File: config.mk
export PLATFORM = sky130hd
export DESIGN_NAME = stack_op_sequencer
export DESIGN_NICKNAME = d
export VERILOG_FILES = /design/src/rtl/stack_op_sequencer.sv
export SDC_FILE = /design/constraint.sdc
export NUM_CORES = 1
export LEC_CHECK = 0
export BUFFER_PORTS_ARGS = -buffer_cell sky130_fd_sc_hd__buf_2
export CAP_MARGIN = 20
export CORE_ASPECT_RATIO = 1.5
export CORE_UTILIZATION = 35
export DETAILED_ROUTE_END_ITERATION = 12
export PLACE_DENSITY = 0.6
export RECOVER_POWER = 50
export SLEW_MARGIN = 10
export SYNTH_ARGS = -nofsm -noshare
export SYNTH_HDL_FRONTEND = slang
export SYNTH_SLANG_ARGS = --single-unit
File: constraint.sdc
create_clock -name clk -period 2.42 [get_ports clk]
set_clock_uncertainty 0.15 [all_clocks]
set_input_delay 0.363 -clock clk [delete_from_list [all_inputs] [get_ports clk]]
set_output_delay 0.363 -clock clk [all_outputs]
set_load 0.02 [all_outputs]
File: src/rtl/stack_op_sequencer.sv
// Stack-group instruction sequencer: owns SP and drives the byte-wide data-memory
// port, register write-back and PC load for PUSH, POP, RCALL and RET.
module stack_op_sequencer #(
    parameter int         PC_WIDTH     = 10,
    parameter logic [7:0] SP_INIT      = 8'hBF,
    parameter int         OPCODE_COUNT = 8,
    parameter int         TYPE_PUSH    = 1,
    parameter int         TYPE_POP     = 2,
    parameter int         TYPE_RCALL   = 3,
    parameter int         TYPE_RET     = 4
) (
    input  logic                    clk,
    input  logic                    reset,
    input  logic                    instr_valid,
    input  logic [OPCODE_COUNT-1:0] opcode_type,
    input  logic [11:0]             opcode_imd,
    input  logic [PC_WIDTH-1:0]     pc,
    input  logic [7:0]              rr_data,
    input  logic [7:0]              mem_rdata,
    output logic                    ready,
    output logic [7:0]              mem_addr,
    output logic [7:0]              mem_wdata,
    output logic                    mem_we,
    output logic                    mem_re,
    output logic                    rd_we,
    output logic [7:0]              rd_wdata,
    output logic                    pc_load,
    output logic [PC_WIDTH-1:0]     pc_next,
    output logic [7:0]              sp,
    output logic                    done
);

    typedef enum logic [3:0] {
        IDLE, PUSH_WR, POP_RD, POP_WB, CALL_LO, CALL_HI, RET_HI, RET_LO, RET_END
    } state_t;

    localparam logic [OPCODE_COUNT-1:0] SEL_PUSH   = OPCODE_COUNT'(1) << TYPE_PUSH;
    localparam logic [OPCODE_COUNT-1:0] SEL_POP    = OPCODE_COUNT'(1) << TYPE_POP;
    localparam logic [OPCODE_COUNT-1:0] SEL_RCALL  = OPCODE_COUNT'(1) << TYPE_RCALL;
    localparam logic [OPCODE_COUNT-1:0] SEL_RET    = OPCODE_COUNT'(1) << TYPE_RET;
    localparam logic [OPCODE_COUNT-1:0] STACK_MASK = SEL_PUSH | SEL_POP | SEL_RCALL | SEL_RET;

    state_t                state, state_nxt;
    logic [7:0]            sp_q, sp_nxt;
    logic [PC_WIDTH-1:0]   ret_q;
    logic [11:0]           k_q;
    logic [7:0]            rr_q;
    logic [7:0]            hi_q;
    logic [PC_WIDTH-1:0]   k_ext;

    // Signed cast sign-extends (or truncates) k to the PC width; the add then wraps.
    assign k_ext = PC_WIDTH'($signed(k_q));
    assign sp    = sp_q;

    always_ff @(posedge clk or posedge reset) begin
        if (reset) begin
            state <= IDLE;
            sp_q  <= SP_INIT;
            ret_q <= '0;
            k_q   <= '0;
            rr_q  <= '0;
            hi_q  <= '0;
        end else begin
            state <= state_nxt;
            sp_q  <= sp_nxt;
            if (state == IDLE && state_nxt != IDLE) begin
                ret_q <= pc + PC_WIDTH'(1);
                k_q   <= opcode_imd;
                rr_q  <= rr_data;
            end
            // Return-address high byte arrives the cycle after RET_HI's read.
            if (state == RET_LO)
                hi_q <= mem_rdata;
        end
    end

    always_comb begin
        state_nxt = state;
        sp_nxt    = sp_q;
        ready     = 1'b0;
        mem_addr  = '0;
        mem_wdata = '0;
        mem_we    = 1'b0;
        mem_re    = 1'b0;
        rd_we     = 1'b0;
        rd_wdata  = '0;
        pc_load   = 1'b0;
        pc_next   = '0;
        done      = 1'b0;
        case (state)
            IDLE: begin
                ready = 1'b1;
                if (instr_valid) begin
                    case (opcode_type & STACK_MASK)
                        SEL_PUSH:  state_nxt = PUSH_WR;
                        SEL_POP:   state_nxt = POP_RD;
                        SEL_RCALL: state_nxt = CALL_LO;
                        SEL_RET:   state_nxt = RET_HI;
                        default:   state_nxt = IDLE;
                    endcase
                end
            end
            PUSH_WR: begin
                mem_we    = 1'b1;
                mem_addr  = sp_q;
                mem_wdata = rr_q;
                done      = 1'b1;
                sp_nxt    = sp_q - 8'd1;
                state_nxt = IDLE;
            end
            POP_RD: begin
                mem_re    = 1'b1;
                mem_addr  = sp_q + 8'd1;
                sp_nxt    = sp_q + 8'd1;
                state_nxt = POP_WB;
            end
            POP_WB: begin
                rd_we     = 1'b1;
                rd_wdata  = mem_rdata;
                done      = 1'b1;
                state_nxt = IDLE;
            end
            CALL_LO: begin
                mem_we    = 1'b1;
                mem_addr  = sp_q;
                mem_wdata = ret_q[7:0];
                sp_nxt    = sp_q - 8'd1;
                state_nxt = CALL_HI;
            end
            CALL_HI: begin
                mem_we    = 1'b1;
                mem_addr  = sp_q;
                mem_wdata = 8'(ret_q >> 8);
                sp_nxt    = sp_q - 8'd1;
                pc_load   = 1'b1;
                pc_next   = ret_q + k_ext;
                done      = 1'b1;
                state_nxt = IDLE;
            end
            RET_HI: begin
                mem_re    = 1'b1;
                mem_addr  = sp_q + 8'd1;
                sp_nxt    = sp_q + 8'd1;
                state_nxt = RET_LO;
            end
            RET_LO: begin
                mem_re    = 1'b1;
                mem_addr  = sp_q + 8'd1;
                sp_nxt    = sp_q + 8'd1;
                state_nxt = RET_END;
            end
            RET_END: begin
                pc_load   = 1'b1;
                pc_next   = PC_WIDTH'({hi_q, mem_rdata});
                done      = 1'b1;
                state_nxt = IDLE;
            end
            default: state_nxt = IDLE;
        endcase
    end

endmodule

Word-level counts from Yosys, hierarchy flattened
Index checks and enable logic that the tools add are counted.
Widths: inputs -> output; s select.
Storage, ports and cells
  RAM bits: 0
  memories kept: 0
  bits in read-only memories: 0
  word-level logic and storage cells: 44
  output and inout port bits: 48
  latch bits: 0
  input port bits: 49
  register bits after elaboration: 42
Operators by class
  shift operators: 0
  reduce and logical (&&, ||, !) cells: 8
  div/mod/pow operators: 0
  multiplexer cells: 14
  magnitude comparators: 0
  add/subtract/negate cells: 4
  equality and inequality tests: 12
  bitwise gates (word level): 0
  multipliers: 0
Operator list (number)
  $pmux 8 s2: 2
  $pmux 8 s3: 1
  $eq 4x3->1 const B: 5
  $pmux 10 s2: 1
  $pmux 4 s5: 1
  $eq 4x2->1 const B: 3
  $pmux 3 s4: 1
  $add 10x1->10 const B: 1
  $add 10x10->10: 1
  $add 8x1->8 const B: 1
  $eq 4x1->1 const B: 2
  $eq 4x4->1 const B: 2
  $mux 8: 1
  $sub 8x1->8 const B: 1
  $mux 1: 6
  $reduce_or 3->1: 2
  $logic_not 4->1: 1
  $mux 4: 1
  $reduce_bool 4->1: 1
  $reduce_or 4->1: 1
  $reduce_bool 2->1: 1
  $reduce_or 2->1: 1
  $logic_and 1x1->1: 1

Logic depth before layout (Yosys ltp)
Gate-level depths: netlist of run 1.
  word-level depth: 6
  depth in mapped cells: 8

Worst setup path before layout of run 1
OpenSTA, ideal clock, no wires.
  path kind: register to output
  start point: register ret_q[0]
  end point: output pc_next[8]
  path buffers: 0
  stages on the path, launching flop included: 8
  data arrival time: 2.155 ns
  path slack: -0.248 ns
  path through: dfrtp_1 ha_1 fa_1 a211oi_1 o21bai_1 o21ai_0 xor2_1 o21ai_0
Between the ends
  longest elaborated chain between the ends: 2
RTL lines
  start, declared: RTL line 45  | logic [PC_WIDTH-1:0] ret_q;
  start signal, assigned: RTL line 67  | ret_q <= pc + PC_WIDTH'(1);
  $add 10x10->10: RTL line 136  | pc_next = ret_q + k_ext;
  $pmux 10 s2: RTL line 90  | case (state)
  end, declared: RTL line 28  | output logic [PC_WIDTH-1:0] pc_next,
Every way passes these cells.

Worst setup path after layout of run 1
Same ends and word-level chain as after synthesis.

==> flow_summary.json, run 1 <==
{
  "fillers": 735,
  "syn-num-nets": 368,
  "synth_area_leaders": "dfrtp_1, mux2_1, dfstp_2",
  "syn2layout_area_growth_pct": 35.4,
  "finalHoldViolCount": 0,
  "cts-root-buf": "clkbuf_16",
  "cp_top_family": "compound AO/OA/AOI/OAI gates",
  "ys_async_sr_fraction_pct": 100,
  "netlist_instances": 306,
  "powerDensity_nw_per_um2": 1400,
  "rsz0062_at_grt": "true",
  "yosysTopAreaCell": "dfrtp_1",
  "grtUsageTotal_pct": 18.1,
  "die_width_um": 75.6,
  "cts_buffers": 5,
  "netlist_area_um2": 2840,
  "initial_core_util_pct": 36.6,
  "antenna_left": 0,
  "antenna_found_initial": 0,
  "crit_chain": "ha_2, fa_2, a211oi_2, o21bai_1, o21ai_1, xor2_1, o21ai_2, buf_2",
  "arrival_ns": 2.14,
  "num-nets-final": 476,
  "max_stage_delay_ns": 0.39,
  "cts_tree": "done",
  "cp_max_fo": 2,
  "synthDominantCellAreaShare_pct": 30.8,
  "worstMarginPinSlew_ns": 1.03,
  "hp-class": "input port to flip-flop",
  "rows": 39,
  "violations": "negative setup slack",
  "startpoint_type": "flip-flop",
  "synth_flop_cell": "dfrtp_1",
  "numClockSinks": 42,
  "slowest_stage": "dfrtp_1",
  "finalSetupViolations": 12,
  "design.core.area_um2": 7760,
  "io_buffers": 90,
  "yosysWarnings": 0,
  "p_total_mw": 5.37,
  "endpoint_kind": "output pin",
  "post-route-cell-area_um2": 3840,
  "grt_pass1_wl_um": 11700,
  "path_buf_inv": 1,
  "routed_wl_um": 7340,
  "synth.distinct_cells": 48,
  "grt_max_degree": 43,
  "place.detailed.hpwl_um": 5540,
  "synth_seq_area_share_pct": 37.3,
  "postCtsHoldBufs": 0,
  "vias": 2614,
  "io_pins": 97,
  "dieArea_um2": 8490,
  "place_congestion": 0.806,
  "antenna_cells": 0,
  "drc": 0,
  "dr.pass1.iters": 4,
  "clockBufferDepth": 2,
  "slew_violations": 0,
  "ys_seq_elements": 42,
  "drt_iter0_drc": 92,
  "drive_above_1_share_pct": 37.3,
  "fin_crit_sh_pct": 110,
  "slew_headroom_pct": 31.3,
  "die_y_um": 112,
  "place_area_um2": 3470,
  "fmax_mhz": 377,
  "setup_ws_ns": -0.235,
  "wl_per_cell_um": 14.2,
  "grt_pass1_vias": 2457,
  "clk_pin_slew_ns": 0.06,
  "synth.avg_cell_area_um2": 9.28,
  "critical_path_required_ns": 1.91,
  "drv_cap": 0,
  "grt-ovfl-total": 0,
  "insertion_delay_ns": 0.28,
  "fin_crit_ns": 2.65,
  "vdd_drop_max_v": 0.000734,
  "via_per_inst": 5.06,
  "final_util_pct": 49.6,
  "status": "finished with violations",
  "power_leakage_nw": 1.81,
  "htree_levels": 2,
  "worstSetupPathType": "flip-flop to output pin",
  "synth_edf_count": 0
}
==> layout by cell type, fill, tap and decap left out, types with 6 or more instances in the layout <==
master   count
dfrtp_1     34
inv_1        7
nand2_1     31
buf_4       23
o21ai_0     16
and2_1       9
xor2_1      20
buf_6        6
nor2_1      25
buf_2       82
a21oi_1     13
mux2_1      19
a22oi_1      9
ha_1         8
==> repair_timing <==
| action | in CTS | in global routing |
|---|---|---|
| buffers inserted | 5 | 8 |
| gates cloned | 0 | 1 |
| pin swaps | 14 | 11 |
| endpoints found under the setup margin | 12 | 13 |
| resized for setup | 28 | 20 |
==> routing by layer <==
layer | track usage [%] | part of all wire (%)
met1 | 22.5 | 42
met3 | 1.80 | 2.6
met2 | 31.6 | 53
met5 | 0 | 0
met4 | 6.30 | 2.5
==> synth_stat cells (all sizes together), types with 8 or more instances <==
cell type / count
a21oi: 17
a22oi: 9
and2: 9
clkbuf: 11
dfrtp: 35
ha: 12
inv: 8
mux2: 23
nand2: 31
nor2: 26
o21ai: 25
xor2: 20
==> final timing paths <==
path	from	endpoint	slack, ns	cells after the start
worst max-delay path	ret_q[0]	pc_next[8]	-0.23	8
min in group asynchronous	reset	rr_q[5]	0.26	3
worst max register to register	state[1]	k_q[7]	0.09	6
worst min register to register	rr_q[6]	rr_q[6]	0.34	1
worst min-delay path	opcode_imd[9]	k_q[9]	0.15	2
max in group asynchronous	reset	ret_q[3]	1.17	3
==> area by class of cell <==
cell class                      count  area [um2]  share of cell area [%]
Multi-Input combinational cell    238        1770                    46.0
Sequential cell                    42        1060                    27.6
Timing Repair Buffer              118         694                    18.1
Clock buffer                        6         139                    3.61
Tap cell                          102         128                    3.32
Inverter                            9        41.3                    1.07
Clock inverter                      2        12.5                   0.325
==> worst reg2reg max path: stages, from the launching register on <==
cell,delay (ns)
dfrtp_1,0.44
clkbuf_1,0.20
nor4_1,0.51
nand2_1,0.17
a21oi_4,0.16
buf_12,0.22
mux2_1,0.36
==> flip-flops by register name, indices dropped and copies added (netlist names) <==
signal / flops
sp: 8
k_q: 10
ret_q: 10
hi_q: 2
state: 4
rr_q: 8
==> cell families (layout without fill, tap and decap cells) <==
family,count (synthesis),in the layout,synth area share (%)
AOI/OAI and AO/OA,72,72,16.3
xor gates and xnor gates,25,25,7.71
adders and majority gates,13,13,5.99
buffers and inverters,26,135,4.27
DFF,42,42,37.3
muxes,27,27,10.5
and+or+nand+nor,101,101,17.8
==> power by group <==
| group | internal [mW] | total, mW | switching (mW) |
|---|---|---|---|
| sequential | 1.09 | 1.48 | 0.394 |
| combinational | 1.43 | 3.21 | 1.78 |
| clock | 0.408 | 0.675 | 0.267 |
==> per-stage QoR <==
stage / hold WS (ns) / setup TNS, ns / setup slack [ns] / instances
global route: 0.155 / -3.64 / -0.327 / 517
detailed placement: 0.326 / -0.333 / -0.194 / 496
floorplan: 0.304 / -0.00995 / -0.00995 / 306
global placement: 0.319 / -0.269 / -0.159 / 496
finish: 0.147 / -1.46 / -0.235 / 517
CTS: 0.0795 / -1.01 / -0.238 / 509
Power figures use the tool's default switching activity.
==> run 2, diff against run 1 <==
--- a/config.mk
+++ b/config.mk
@@ -12,6 +12,7 @@
 export DETAILED_ROUTE_END_ITERATION = 12
 export PLACE_DENSITY = 0.6
 export RECOVER_POWER = 50
+export REMOVE_ABC_BUFFERS = 1
 export SLEW_MARGIN = 10
 export SYNTH_ARGS = -nofsm -noshare
 export SYNTH_HDL_FRONTEND = slang
==> run 2 against run 1 <==
The flow finishes with violations (negative hold slack, negative setup slack). Cell count did not move. Largest power group unchanged. Worst hold slack got worse by 0.15 ns. Final area rose by 0.16%. Critical endpoint is now pc_next[7]. Register-to-register slack barely moved. Critical path depth rose by 1. Die area did not move. Combinational power barely moved. Sequential share of layout area barely moved. Count of clock-buffer cells in the layout did not move. Global-route usage rose by 0.65 points. Total power barely moved.
==> flow_summary.json, run 2 (synthesis gave the netlist of run 1 again) <==
{
  "io_buffers": 90,
  "drive_above_1_share_pct": 36.9,
  "cp_max_fo": 3,
  "syn2layout_area_growth_pct": 35.6,
  "via_per_inst": 5.13,
  "io_pins": 97,
  "grt_pass1_wl_um": 12200,
  "cp_top_family": "buffers and inverters",
  "place.detailed.hpwl_um": 5980,
  "place_congestion": 0.835,
  "multi_input_area_um2": 1770,
  "fin_crit_ns": 2.64,
  "fin_crit_sh_pct": 109,
  "insertion_delay_ns": 0.28,
  "antenna_cells": 0,
  "cts_buffers": 5,
  "antenna_left": 0,
  "routed_wl_um": 7870,
  "fillers": 748,
  "arrival_ns": 2.13,
  "final_common_cell": "buf_2",
  "rows": 39,
  "slew_headroom_pct": 20.6,
  "dp_slack_ns": -0.142,
  "hold_ws_ns": -0.000513,
  "grt-ovfl-total": 0,
  "worstSetupPathType": "flip-flop to output pin",
  "endpoint_kind": "output pin",
  "top_regs": "k_q: 10 flops, ret_q: 10 flops",
  "wl_per_cell_um": 15.2,
  "antenna_found_initial": 0,
  "vdd_drop_max_v": 0.000620,
  "grtUsageTotal_pct": 18.7,
  "num-nets-final": 476,
  "design.core.area_um2": 7760,
  "grt_max_degree": 37,
  "ff2ff_setup_slack_ns": 0.09,
  "postCtsHoldBufs": 0,
  "initial_core_util_pct": 36.6,
  "setup_tns_ns": -1.25,
  "die_width_um": 75.6,
  "clk_pin_slew_ns": 0.06,
  "violations": "negative hold slack, negative setup slack",
  "rsz0062_at_grt": "true",
  "grt_pass1_vias": 2526,
  "drv_cap": 0,
  "register_area_um2": 1060,
  "slowest_stage": "dfrtp_1",
  "finalHoldViolCount": 1,
  "vias": 2652,
  "setup_ws_ns": -0.223,
  "dieArea_um2": 8490,
  "startpoint_type": "flip-flop",
  "power_leakage_nw": 1.80,
  "crit_top_cell": "buf_6",
  "max_stage_delay_ns": 0.38,
  "worstMarginPinSlew_ns": 1.19,
  "cts-root-buf": "clkbuf_16",
  "fmax_mhz": 378,
  "finalSetupViolations": 9,
  "htree_levels": 2,
  "clockBufferDepth": 2,
  "powerDensity_nw_per_um2": 1390,
  "critical_path_required_ns": 1.91,
  "hp-class": "input port to async pin",
  "final_cell_mix": "buf_2, dfrtp_1, nand2_1",
  "slew_violations": 0,
  "cts_tree": "done",
  "path_buf_inv": 3,
  "crit_chain": "buf_6, ha_4, a21oi_2, nand4b_1, buf_4, a21oi_4, mux2i_1, nand2_1, buf_6",
  "status": "finished with violations",
  "drc": 0,
  "dr.pass1.iters": 6,
  "numClockSinks": 42,
  "drt_iter0_drc": 87,
  "die_y_um": 112
}
-- run 2: cell types whose count changed in the layout (fill, tap and decap cells not counted), sizes merged --
cell,previous run,this run
buf,112,111
dlymetal6s4s,0,1
clkbuf,12,11
or3b,1,2
-- run 2: routing by layer --
metal	global-route usage (%)	wire (um)	part of all wire [%]	vias to the layer above
met4	5.80	116	1.5	0
met2	35.4	4430	56	58
met3	2.42	241	3.1	10
li1	-	-	-	1305
met5	0	0	0	-
met1	20.8	3090	39	1279
-- run 2: final cells by class --
type                            instances  area share [%]
Clock buffer                            6            3.61
Timing Repair Buffer                  117            18.0
Multi-Input combinational cell        239            46.0
Inverter                                9            1.07
Sequential cell                        42            27.6
Clock inverter                          2           0.325
Tap cell                              102            3.31
-- run 2: per-stage QoR --
| stage | cells | instance area, um2 | utilization (%) | power (mW) |
|---|---|---|---|---|
| floorplan | 289 | 2760 | - | 3.30 |
| global placement | 496 | 3470 | 44.8 | 4.22 |
| detailed placement | 496 | 3470 | 44.8 | 4.27 |
| CTS | 509 | 3740 | 48.2 | 5.20 |
| global route | 517 | 3850 | 49.6 | 5.78 |
| finish | 517 | 3850 | 49.6 | 5.36 |
-- run 2: worst paths after layout --
kind                                 start          to  cells after the start
worst max-delay path              ret_q[1]  pc_next[7]                      9
worst min-delay path                 reset       sp[6]                      2
worst max register to register    state[1]     rr_q[5]                      6
worst min register to register     rr_q[4]     rr_q[4]                      1
max in group asynchronous            reset    ret_q[3]                      3
min in group clk                rr_data[7]     rr_q[7]                      2
-- run 2: worst register-to-register path: cells and delay by family, from the launching register on --
family	cells	cell delay, ns
and+or+nand+nor	2	0.63
DFF	1	0.47
buffers and inverters	2	0.41
muxes	1	0.37
AOI/OAI and AO/OA	1	0.18
-- run 2: timing repair --
action                                  CTS  global route
buffers inserted                          5             7
gates resized for setup                  23            20
endpoints found under the setup margin   12            11
gates cloned                              0             1
pin swaps                                12             8
-- run 2: power by group --
group	leakage [nW]	internal [mW]	total, mW	switching, mW
Combinational	1.24	1.43	3.20	1.78
Sequential	0.483	1.09	1.48	0.391
Clock	0.0729	0.408	0.676	0.268
Total	1.80	2.93	5.36	2.44
